File: src/rtl/relu_maxpool.sv
// ---------------------------------------------------------------------------
// relu_maxpool
//   Streaming ReLU followed by 2x2 / stride-2 max pooling over a raster-order
//   W x H feature map. Even rows fold each horizontal pixel pair into a
//   half-width line buffer. Odd rows combine their own pair with the stored
//   entry and emit one pooled pixel per 2x2 window.
//
// Parameters
//   Y : base data width (input is Y+2 bits signed, output Y+1 bits unsigned)
//   W : feature-map width  (even, >= 2)
//   H : feature-map height (even, >= 2)
//
// Ports
//   clk        : clock, all state updates on the rising edge
//   rst_n      : asynchronous active-low reset
//   in_valid   : data_in carries a pixel this cycle
//   data_in    : signed summed convolution pixel, raster order
//   out_valid  : one-cycle pulse per pooled pixel (registered)
//   data_out   : pooled pixel, holds its value between pulses (registered)
//   frame_done : one-cycle pulse with the last pooled pixel of a frame
// ---------------------------------------------------------------------------
module relu_maxpool #(
    parameter int Y = 8,
    parameter int W = 24,
    parameter int H = 24
) (
    input  logic                clk,
    input  logic                rst_n,
    input  logic                in_valid,
    input  logic signed [Y+1:0] data_in,
    output logic                out_valid,
    output logic        [Y:0]   data_out,
    output logic                frame_done
);

    localparam int CW = (W > 2) ? $clog2(W)     : 1;
    localparam int RW = (H > 2) ? $clog2(H)     : 1;
    localparam int LW = (W > 2) ? $clog2(W / 2) : 1;

    logic [CW-1:0] col;
    logic [RW-1:0] row;
    logic [Y:0]    hold;
    logic [Y:0]    linebuf [W/2];

    logic [Y:0]    relu_px;
    logic [LW-1:0] lb_idx;
    logic          col_last;
    logic          row_last;
    logic [Y:0]    pair_max;
    logic [Y:0]    pool_max;

    function automatic logic [Y:0] umax(input logic [Y:0] a, input logic [Y:0] b);
        return (a > b) ? a : b;
    endfunction

    // A non-negative value's sign bit is 0, so the low Y+1 bits hold it exactly.
    assign relu_px  = data_in[Y+1] ? '0 : data_in[Y:0];
    assign lb_idx   = LW'(col >> 1);
    assign col_last = (col == CW'(W - 1));
    assign row_last = (row == RW'(H - 1));
    assign pair_max = umax(hold, relu_px);
    assign pool_max = umax(linebuf[lb_idx], pair_max);

    // NOTE: the line buffer has no reset; each entry is written on an even row
    // before the following odd row reads it, so reset would only add area.
    always_ff @(posedge clk) begin
        if (in_valid && col[0] && !row[0])
            linebuf[lb_idx] <= pair_max;
    end

    // NOTE: all state here uses non-blocking assignments so every read in this
    // block sees the pre-edge value, regardless of statement order.
    always_ff @(posedge clk or negedge rst_n) begin
        if (!rst_n) begin
            col        <= '0;
            row        <= '0;
            hold       <= '0;
            out_valid  <= 1'b0;
            frame_done <= 1'b0;
            data_out   <= '0;
        end else begin
            out_valid  <= 1'b0;
            frame_done <= 1'b0;
            if (in_valid) begin
                // Raster counters; both wrap together at the end of a frame.
                if (col_last) begin
                    col <= '0;
                    row <= row_last ? '0 : row + 1'b1;
                end else begin
                    col <= col + 1'b1;
                end

                if (!col[0]) begin
                    hold <= relu_px;
                end else if (row[0]) begin
                    data_out   <= pool_max;
                    out_valid  <= 1'b1;
                    frame_done <= col_last && row_last;
                end
            end
        end
    end

endmodule
File: config.mk
export PLATFORM = sky130hd
export DESIGN_NAME = relu_maxpool
export DESIGN_NICKNAME = d
export VERILOG_FILES = /design/src/rtl/relu_maxpool.sv
export SDC_FILE = /design/constraint.sdc
export NUM_CORES = 1
export LEC_CHECK = 0
export ABC_AREA = 1
export BUFFER_PORTS_ARGS = -buffer_cell sky130_fd_sc_hd__buf_2
export CAP_MARGIN = 20
export CORE_MARGIN = 1.5
export CORE_UTILIZATION = 25
export CTS_BUF_LIST = sky130_fd_sc_hd__clkbuf_4 sky130_fd_sc_hd__clkbuf_8
export DETAILED_ROUTE_END_ITERATION = 8
export GPL_TIMING_DRIVEN = 0
export PLACE_DENSITY = 0.46
export SYNTH_ARGS = -nofsm -noshare
export SYNTH_HDL_FRONTEND = slang
export SYNTH_SLANG_ARGS = --single-unit
File: constraint.sdc
create_clock -name clk -period 4.2 [get_ports clk]
set_clock_uncertainty 0.2 [all_clocks]
set_input_delay 0.42 -clock clk [delete_from_list [all_inputs] [get_ports clk]]
set_output_delay 0.42 -clock clk [all_outputs]
set_load 0.02 [all_outputs]
==> flow_metrics.py, run 1 <==
metrics = {
    "outcome": {
        "status": "complete, no violations",
    },
    "timing": {
        "fmax_mhz": 259,
        "period_minus_slack_ns": 3.86,
        "fin_crit_sh_pct": 91.8,
        "finalHoldViolCount": 0,
        "slew_violations": 0,
        "setup-tns-final_ns": 0,
        "rsz0062_at_grt": "no",
        "setup_viol": 0,
        "worst_slack_ns": 0.344,
        "maxSlewHeadroom_pct": 38.7,
        "tightest_slew_ns": 0.915,
    },
    "route": {
        "ant_nets": 0,
        "routedWlPerCell_um": 15.1,
        "avgViaCountPerCell": 4.21,
        "first_pass_iters": 4,
        "drc": 0,
        "vias": 4692,
        "dr.first_iter.drc_count": 246,
        "wl_um": 16800,
    },
    "run": {
        "drv_cap": 0,
    },
    "placement": {
        "dpl_cell_area_um2": 7200,
        "hpwlAfterDp_um": 11700,
        "port_buffers": 23,
        "gp_congestion": 0.770,
        "dp_slack_ns": -0.258,
    },
    "global_routing": {
        "grt_use_total_pct": 13.1,
        "grt_pass1_wl_um": 26000,
        "grt_overflow": 0,
        "antenna_found_initial": 0,
        "grt_max_degree": 31,
        "first_global_vias": 4583,
    },
    "worst_setup_path": {
        "crit_type": "in2reg",
        "worst_r2r_endpoint": "data_out[3]$_DFFE_PN0P_",
        "cp_max_fo": 13,
        "reg2reg_slack_ns": 0.38,
        "required_ns": 4.34,
        "rr_worst_depth": 18,
        "worst_setup_path_end_kind": "flop",
        "r2r-start": "hold[8]$_DFFE_PN0P_",
        "crit_arrival_ns": 3.99,
        "start_kind": "input port",
    },
    "layout": {
        "nNetsFinal": 800,
        "final_layout_size_suffix_gt1_share_pct": 13.5,
        "design_area_um2": 7670,
        "final_common_cell": "nand2_1",
        "n_antenna_cell": 0,
        "syn_to_final_growth_pct": 16.9,
        "mostFrequentLayoutCells": "nand2_1 (352), edfxtp_1 (108), inv_1 (48)",
        "nFillCells": 2703,
    },
    "clocking": {
        "clk_latency_ns": 0.45,
        "cts_root_buffer": "clkbuf_8",
        "htreeDepth": 4,
        "cts_made_buffers": 17,
        "tritoncts": "yes",
        "cts_sinks": 138,
        "clk_pin_slew_ns": 0.08,
        "post_cts_buffers": 0,
        "clockBufferDepth": 2,
    },
    "die": {
        "die_area_um2": 27200,
        "fp.dieH_um": 165,
        "die_x_um": 165,
        "ios": 24,
        "placementRows": 59,
        "initial_utilization_pct": 25.3,
        "core_um2": 25900,
    },
    "power": {
        "vdd_drop_max_mv": 0.278,
        "power.leakage_uw": 0.00344,
        "total_power_uw": 5640,
        "powerDensity_nw_per_um2": 736,
    },
    "synthesis": {
        "synthesis.area_um2": 6560,
        "synth_warnings": 0,
        "synthCells": 715,
        "ys_ff_latch": 138,
        "avgSynthCellArea_um2": 9.17,
        "ys_types": 25,
        "synth_seq_area_share_pct": 60.9,
        "synthesis.nets": 748,
    },
    "min_path": {
        "holdPathEnd": "hold[8]$_DFFE_PN0P_",
        "hold_start": "data_in[8]",
        "min_path_cells": 3,
        "min_path_type": "in2reg",
    },
}
-- registers in the layout (all words and copies together) (netlist names) --
signal and cells:
col 5, hold 9, frame_done 1, out_valid 1, row 5, linebuf 108
data_out 9
-- layout make-up --
class                           instances  area (um^2)  area share [%]
Buffer                                 23          168            2.19
Clock buffer                           19          255            3.33
Clock inverter                         13          176            2.30
Inverter                               53          199            2.59
Multi-Input combinational cell        501         2250            29.4
Sequential cell                       138         3990            52.1
Tap cell                              335          419            5.47
Timing Repair Buffer                   33          205            2.68
-- logic make-up (layout without fill, tap and decap cells) --
kind of cell,Yosys count,in the layout,synth area share [%]
xor gates and xnor gates,2,2,0.267
AOI/OAI and AO/OA,22,22,1.72
adders and majority gates,20,20,3.82
and+or+nand+nor,457,457,27.7
buffers and inverters,76,141,5.59
DFF,138,138,60.9
-- how the worst max path moves through the flow --
| stage | startpoint | end | slack (ns) | cells past startpoint |
|---|---|---|---|---|
| 2_1_floorplan | data_in[9] | data_out[8]$_DFFE_PN0P_ | 0.81 | 22 |
| 3_3_place_gp | data_in[9] | data_out[2]$_DFFE_PN0P_ | -0.23 | 22 |
| 3_5_place_dp | data_in[9] | data_out[4]$_DFFE_PN0P_ | -0.26 | 22 |
| 4_1_cts | hold[8]$_DFFE_PN0P_ | data_out[2]$_DFFE_PN0P_ | 0.22 | 20 |
| 5_1_grt | data_in[9] | data_out[2]$_DFFE_PN0P_ | 0.005 | 22 |
| 6_report | data_in[9] | data_out[3]$_DFFE_PN0P_ | 0.34 | 21 |
-- critical path: stages --
cell and delay (ns):
buf_2 0.10, inv_1 0.21, nand2_1 0.17, ha_1 0.31
nand2_1 0.06, nor2_1 0.18, nand3_1 0.29, nand2_2 0.25
nand2_1 0.09, nand2_1 0.44, inv_1 0.10, ha_1 0.31
nand2_1 0.09, nor2_1 0.05, nand3b_1 0.07, nand3_1 0.09
nand2_2 0.16, buf_2 0.24, nand3_1 0.17, nand2_1 0.12
nand2_1 0.05
-- what timing repair did --
item	4_1_cts	5_1_grt
hold buffers	2	0
hold endpoints to repair	31	0
resized for setup	0	6
endpoints found under the setup margin	0	9
-- synthesized netlist by cell type --
library cell	count	share of area, %
buf_6	9	1.5
a21oi_1	15	1.1
nand2_1	358	20
inv_2	5	0.29
nand3_2	1	0.15
dfrtp_1	30	11
nor2_2	2	0.19
buf_4	2	0.23
nor3_2	1	0.15
nand4_1	1	0.095
buf_2	5	0.38
clkbuf_1	7	0.40
o21ai_0	6	0.46
edfxtp_1	108	49
or2_2	1	0.095
nand3_1	31	2.4
nand2_2	2	0.19
xor2_1	2	0.27
ha_1	20	3.8
inv_1	48	2.7
a22oi_1	1	0.11
nor4_2	1	0.19
nor3_1	15	1.1
nor2_1	42	2.4
nand3b_1	2	0.23
-- per-layer routing --
| layer | track usage (%) | vias to the layer above | wire, um | part of all wire (%) |
|---|---|---|---|---|
| met4 | 4.83 | 0 | 138 | 0.82 |
| met2 | 20.7 | 70 | 7890 | 47 |
| met1 | 17.7 | 2203 | 8280 | 49 |
| met3 | 2.71 | 8 | 472 | 2.8 |
| li1 | - | 2411 | - | - |
| met5 | 0 | - | 0 | 0 |
-- power breakdown --
part           leakage (uW)  total [uW]  internal (uW)  switching (uW)
logic               0.00188        2580            755            1820
clock network      0.000216        1190            664             523
registers           0.00134        1880           1790            93.8
total               0.00344        5640           3210            2440
-- through the flow --
step / utilization [%] / hold slack (ns) / std cells
floorplan: - / -0.0756 / 715
global placement: 27.4 / 0.264 / 1073
detailed placement: 27.8 / 0.265 / 1081
CTS: 29.5 / 0.0307 / 1115
global route: 29.6 / 0.0603 / 1115
finish: 29.6 / 0.0690 / 1115
Power figures use the tool's default switching activity.
==> run 2, diff against run 1 <==
--- a/config.mk
+++ b/config.mk
@@ -6,7 +6,7 @@
 export NUM_CORES = 1
 export LEC_CHECK = 0
 export ABC_AREA = 1
-export BUFFER_PORTS_ARGS = -buffer_cell sky130_fd_sc_hd__buf_2
+export BUFFER_PORTS_ARGS = -buffer_cell sky130_fd_sc_hd__clkbuf_2
 export CAP_MARGIN = 20
 export CORE_MARGIN = 1.5
 export CORE_UTILIZATION = 25
==> run 2 against run 1 <==
  * Cell count about the same
  * Hold slack worse by 0.023 ns
  * Die area unchanged
  * Non-clock buffer count down 1
  * Fmax up 0.67%
  * Global-route usage down 0.077 points
  * Sequential share of layout area up 0.38 points
  * Routed wire length down 2.2%
  * Clock power down 11%
  * Combinational power about the same
  * Critical endpoint is now data_out[2]$_DFFE_PN0P_
==> flow_metrics.py, run 2 (same netlist as run 1, synthesis figures left out) <==
metrics = {
    "outcome": {
        "status": "complete, no violations",
    },
    "timing": {
        "period_minus_slack_ns": 3.83,
        "finalHoldViolCount": 0,
        "fin_crit_sh_pct": 91.2,
        "fmax_mhz": 261,
        "tightest_slew_ns": 0.897,
        "slew_violations": 0,
        "rsz0062_at_grt": "no",
        "setup_viol": 0,
        "maxSlewHeadroom_pct": 39.9,
        "worst_slack_ns": 0.370,
    },
    "global_routing": {
        "grt_max_degree": 31,
        "grt_pass1_wl_um": 26000,
        "grt_use_met3_pct": 3.11,
        "grt_util_met1_pct": 17.1,
        "top_usage_layer": "met2",
        "grt_overflow": 0,
        "grt_use_total_pct": 13.0,
        "antenna_found_initial": 0,
        "first_global_vias": 4682,
        "met2_usage_pct": 20.6,
    },
    "clocking": {
        "clockBufferDepth": 2,
        "clk_latency_ns": 0.45,
        "htreeDepth": 4,
        "post_cts_buffers": 0,
        "cts_root_buffer": "clkbuf_8",
        "cts_made_buffers": 17,
        "clk_pin_slew_ns": 0.08,
        "tritoncts": "yes",
        "cts_sinks": 138,
    },
    "layout": {
        "seq_area_um2": 3990,
        "regMostFlops": "linebuf",
        "mostFrequentLayoutCells": "nand2_1 (352), edfxtp_1 (108), inv_1 (48)",
        "final_common_cell": "nand2_1",
        "post-route-util_pct": 29.4,
        "multi_input_area_um2": 2260,
        "largest_reg_flops": 108,
        "reg.largest.list": "linebuf x108, data_out x9, hold x9",
        "nFillCells": 2727,
        "nNetsFinal": 799,
        "final_layout_size_suffix_gt1_share_pct": 13.4,
        "syn_to_final_growth_pct": 16.1,
        "n_antenna_cell": 0,
    },
    "worst_setup_path": {
        "start_kind": "input port",
        "rr_worst_depth": 17,
        "crit_type": "in2reg",
        "crit_arrival_ns": 3.97,
        "cp_max_fo": 13,
        "required_ns": 4.34,
        "reg2reg_slack_ns": 0.38,
        "worst_setup_path_end_kind": "flop",
    },
    "route": {
        "wl_um": 16400,
        "first_pass_iters": 4,
        "drc": 0,
        "avgViaCountPerCell": 4.15,
        "dr.first_iter.drc_count": 264,
        "vias": 4627,
        "ant_nets": 0,
        "routedWlPerCell_um": 14.7,
    },
    "die": {
        "core_um2": 25900,
        "ios": 24,
        "initial_utilization_pct": 25.3,
        "placementRows": 59,
        "die_x_um": 165,
        "die_area_um2": 27200,
        "fp.dieH_um": 165,
    },
    "run": {
        "drv_cap": 0,
    },
    "min_path": {
        "min_path_cells": 3,
        "min_path_type": "in2reg",
    },
    "placement": {
        "dp_slack_ns": -0.338,
        "hpwlAfterDp_um": 11600,
        "gp_congestion": 0.784,
        "port_buffers": 23,
    },
    "power": {
        "power.leakage_uw": 0.00339,
        "vdd_drop_max_mv": 0.259,
        "powerDensity_nw_per_um2": 721,
    },
}
[run 2: cell count changes in the layout (fill, tap and decap cells not counted), moves of 2 or more]
cell,delta
inv_6,+2
clkinv_2,-2
bufinv_16,-2
buf_2,-23
clkbuf_2,+23
clkinvlp_4,+4
[run 2: metrics by stage]
step | instances | hold WS [ns] | TNS (ns) | instance area, um^2 | total power [uW]
CTS | 1114 | 0.00734 | 0 | 7600 | 5560
global route | 1114 | 0.0364 | 0 | 7610 | 5960
detailed placement | 1080 | 0.273 | -2.65 | 7200 | 4490
global placement | 1073 | 0.268 | -1.56 | 7090 | 4450
finish | 1114 | 0.0461 | 0 | 7610 | 5490
floorplan | 715 | -0.0756 | 0 | 6560 | 3630
[run 2: per-layer routing]
metal	share of wire (%)	vias up	routed length, um
li1	-	2401	-
met1	47	2115	7780
met2	46	93	7480
met3	5.4	18	893
met4	1.6	0	259
met5	0	-	0
[run 2: worst paths after layout]
path / from / to
worst max-delay path: data_in[9] / data_out[2]$_DFFE_PN0P_
worst min-delay path: data_in[8] / hold[8]$_DFFE_PN0P_
max in group asynchronous: rst_n / col[1]$_DFFE_PN0P_
min in group asynchronous: rst_n / data_out[5]$_DFFE_PN0P_
worst min register to register: data_out[7]$_DFFE_PN0P_ / data_out[7]$_DFFE_PN0P_
worst max register to register: hold[8]$_DFFE_PN0P_ / data_out[2]$_DFFE_PN0P_
[run 2: critical path: stages]
cell and delay [ns]:
clkbuf_2 0.09, inv_1 0.21, nand2_1 0.17, ha_1 0.31
nand2_1 0.06, nor2_1 0.18, nand3_1 0.30, nand2_2 0.26
nand2_1 0.10, nand2_1 0.43, inv_1 0.09, ha_1 0.29
nand2_1 0.07, nor3_1 0.17, nand2_1 0.08, nand2_2 0.16
buf_2 0.24, nand3_1 0.17, nand2_1 0.12, nand2_1 0.05
[run 2: report_power, final]
| part | total [uW] | internal [uW] | switching, uW |
|---|---|---|---|
| Combinational | 2550 | 752 | 1800 |
| Clock | 1060 | 524 | 535 |
| Sequential | 1880 | 1790 | 91.6 |
[run 2: area by class of cell]
cell class | count | area share, %
Sequential cell | 138 | 52.5
Tap cell | 335 | 5.51
Timing Repair Buffer | 32 | 2.55
Multi-Input combinational cell | 501 | 29.6
Inverter | 53 | 2.61
Clock buffer | 17 | 3.07
Buffer | 23 | 2.20
Clock inverter | 15 | 1.96
[run 2: repair_timing]
item | CTS | global route
hold buffers | 2 | 0
setup endpoints to repair | 0 | 9
hold endpoints to repair | 31 | 0
gates resized for setup | 0 | 6
==> run 3, diff against run 2 <==
--- a/config.mk
+++ b/config.mk
@@ -14,6 +14,7 @@
 export DETAILED_ROUTE_END_ITERATION = 8
 export GPL_TIMING_DRIVEN = 0
 export PLACE_DENSITY = 0.46
+export SETUP_SLACK_MARGIN = 0.5
 export SYNTH_ARGS = -nofsm -noshare
 export SYNTH_HDL_FRONTEND = slang
 export SYNTH_SLANG_ARGS = --single-unit
==> run 3 against run 2 <==
  * Core utilization increased by 0.50 points
  * Hold slack got worse by 0.0041 ns
  * Clock-buffer cell count did not move
  * Combinational power grew 5%
  * Cell count rose by 0.63%
  * Routed wire length is 0.32% higher
  * Critical path depth down 2
  * Via count is 1.3% higher
  * Die area unchanged
  * Setup slack improved by 0.43 ns
  * Clock power about the same
  * First-iteration DRC count down 7.2%
  * Largest power group unchanged
==> flow_metrics.py, run 3 (same netlist as run 1, synthesis figures left out) <==
metrics = {
    "layout": {
        "n_antenna_cell": 0,
        "final_common_cell": "nand2_1",
        "final_cells": 1121,
        "nNetsFinal": 806,
        "nFillCells": 2724,
        "syn_to_final_growth_pct": 18.1,
        "mostFrequentLayoutCells": "nand2_1 (349), edfxtp_1 (108), inv_1 (47)",
        "regMostFlops": "linebuf",
        "reg.largest.list": "linebuf x108, data_out x9, hold x9",
        "post-route-util_pct": 29.9,
        "design_area_um2": 7740,
        "final_layout_size_suffix_gt1_share_pct": 15.0,
        "multi_input_area_um2": 2330,
        "largest_reg_flops": 108,
        "seq_area_um2": 3990,
    },
    "worst_setup_path": {
        "start_kind": "flop",
        "critPathSlowestCell": "dfrtp_1",
        "crit_type": "reg2reg",
        "worst_setup_path_end_kind": "flop",
        "cp_max_fo": 13,
        "startpoint": "hold[8]$_DFFE_PN0P_",
        "path_cells": "ha_1 -> nand2_1 -> nor2_2 -> nand3b_1 -> nand3_4 -> nand3_1 -> nand2_4 -> inv_1 -> ha_1 -> nand2_1 -> nor2_1 -> nand3b_1 -> nand3_1 -> nand2_2 -> clkbuf_4 -> nand3_1 -> nand2_1 -> nand2_1",
        "slowest_delay_ns": 0.41,
        "crit_arrival_ns": 3.54,
        "r2r-start": "hold[8]$_DFFE_PN0P_",
        "required_ns": 4.34,
        "path_common_cell": "nand2_1",
    },
    "clocking": {
        "clk_latency_ns": 0.45,
        "clockBufferDepth": 2,
        "cts_sinks": 138,
        "cts_root_buffer": "clkbuf_8",
        "cts_made_buffers": 17,
        "htreeDepth": 4,
        "clk_pin_slew_ns": 0.08,
        "tritoncts": "yes",
    },
    "route": {
        "drc": 0,
        "dr.first_iter.drc_count": 245,
        "vias": 4686,
        "first_pass_iters": 5,
        "avgViaCountPerCell": 4.18,
        "routedWlPerCell_um": 14.7,
        "wl_um": 16500,
        "ant_nets": 0,
    },
    "timing": {
        "tightest_slew_ns": 0.905,
        "fmax_mhz": 294,
        "rsz0062_at_grt": "no",
        "fin_crit_sh_pct": 80.9,
        "worst_slack_ns": 0.804,
        "slew_violations": 0,
        "setup_viol": 0,
        "setup-tns-final_ns": 0,
        "period_minus_slack_ns": 3.40,
        "finalHoldViolCount": 0,
        "maxSlewHeadroom_pct": 39.3,
    },
    "global_routing": {
        "grt_overflow": 0,
        "grt_max_degree": 31,
        "antenna_found_initial": 0,
        "grt_use_total_pct": 13.1,
        "grt_pass1_wl_um": 26100,
        "first_global_vias": 4697,
    },
    "placement": {
        "gp_congestion": 0.784,
        "hpwlAfterDp_um": 11600,
        "dpl_cell_area_um2": 7200,
        "dp_slack_ns": -0.338,
        "dp.cells": 1080,
        "port_buffers": 23,
    },
    "die": {
        "placementRows": 59,
        "ios": 24,
        "die_x_um": 165,
        "initial_utilization_pct": 25.3,
        "core_um2": 25900,
        "fp.dieH_um": 165,
        "die_area_um2": 27200,
    },
    "outcome": {
        "status": "complete, no violations",
    },
    "min_path": {
        "hold_start": "data_in[8]",
        "min_path_type": "in2reg",
    },
    "power": {
        "vdd_drop_max_mv": 0.238,
        "power.leakage_uw": 0.00343,
        "powerDensity_nw_per_um2": 723,
    },
    "run": {
        "drv_cap": 0,
    },
}
## run 3: critical path, delay by kind of cell (launching register included)
kind / cells / cell delay (ns)
fa+ha+maj: 2 / 0.62
buf+inv: 2 / 0.30
flops: 1 / 0.41
simple gates: 14 / 1.75
## run 3: power breakdown
| group | switching [uW] | internal (uW) |
|---|---|---|
| sequential | 91.6 | 1780 |
| combinational | 1850 | 826 |
| clock | 532 | 523 |
| total | 2470 | 3130 |
## run 3: worst paths after layout
kind	end	slack (ns)	cells after the start
hold / removal	hold[8]$_DFFE_PN0P_	0.04	3
max in group asynchronous	col[1]$_DFFE_PN0P_	2.88	2
min in group asynchronous	data_out[5]$_DFFE_PN0P_	0.40	2
setup / recovery	data_out[2]$_DFFE_PN0P_	0.80	18
hold reg to reg	data_out[7]$_DFFE_PN0P_	0.29	2
setup reg to reg	data_out[2]$_DFFE_PN0P_	0.80	18
## run 3: layout make-up
cell class | count | area share, %
inverter | 53 | 2.62
clock buffer | 17 | 3.02
multi-input combinational | 501 | 30.1
sequential | 138 | 51.6
buffer | 23 | 2.20
clock inverter | 15 | 1.92
tap | 335 | 5.41
timing repair buffer | 39 | 3.18
## run 3: metrics by stage
stage,hold slack [ns],total power [uW]
detailed placement,0.273,4490
CTS,0.00734,5580
global route,0.0364,6070
finish,0.0420,5600
global placement,0.268,4450
floorplan,-0.0756,3630
## run 3: routing by layer
| layer | track usage [%] | up-vias | wire, um |
|---|---|---|---|
| met3 | 3.11 | 16 | 706 |
| met5 | 0 | - | 0 |
| met1 | 17.1 | 2173 | 7920 |
| li1 | - | 2417 | - |
| met2 | 20.7 | 80 | 7550 |
| met4 | 5.28 | 0 | 293 |
## run 3: what timing repair did
action,in CTS,in global routing
setup endpoints to repair,9,9
hold endpoints to repair,31,0
pin swaps,0,5
resized for setup,11,13
hold buffers,2,0
setup buffers,0,7
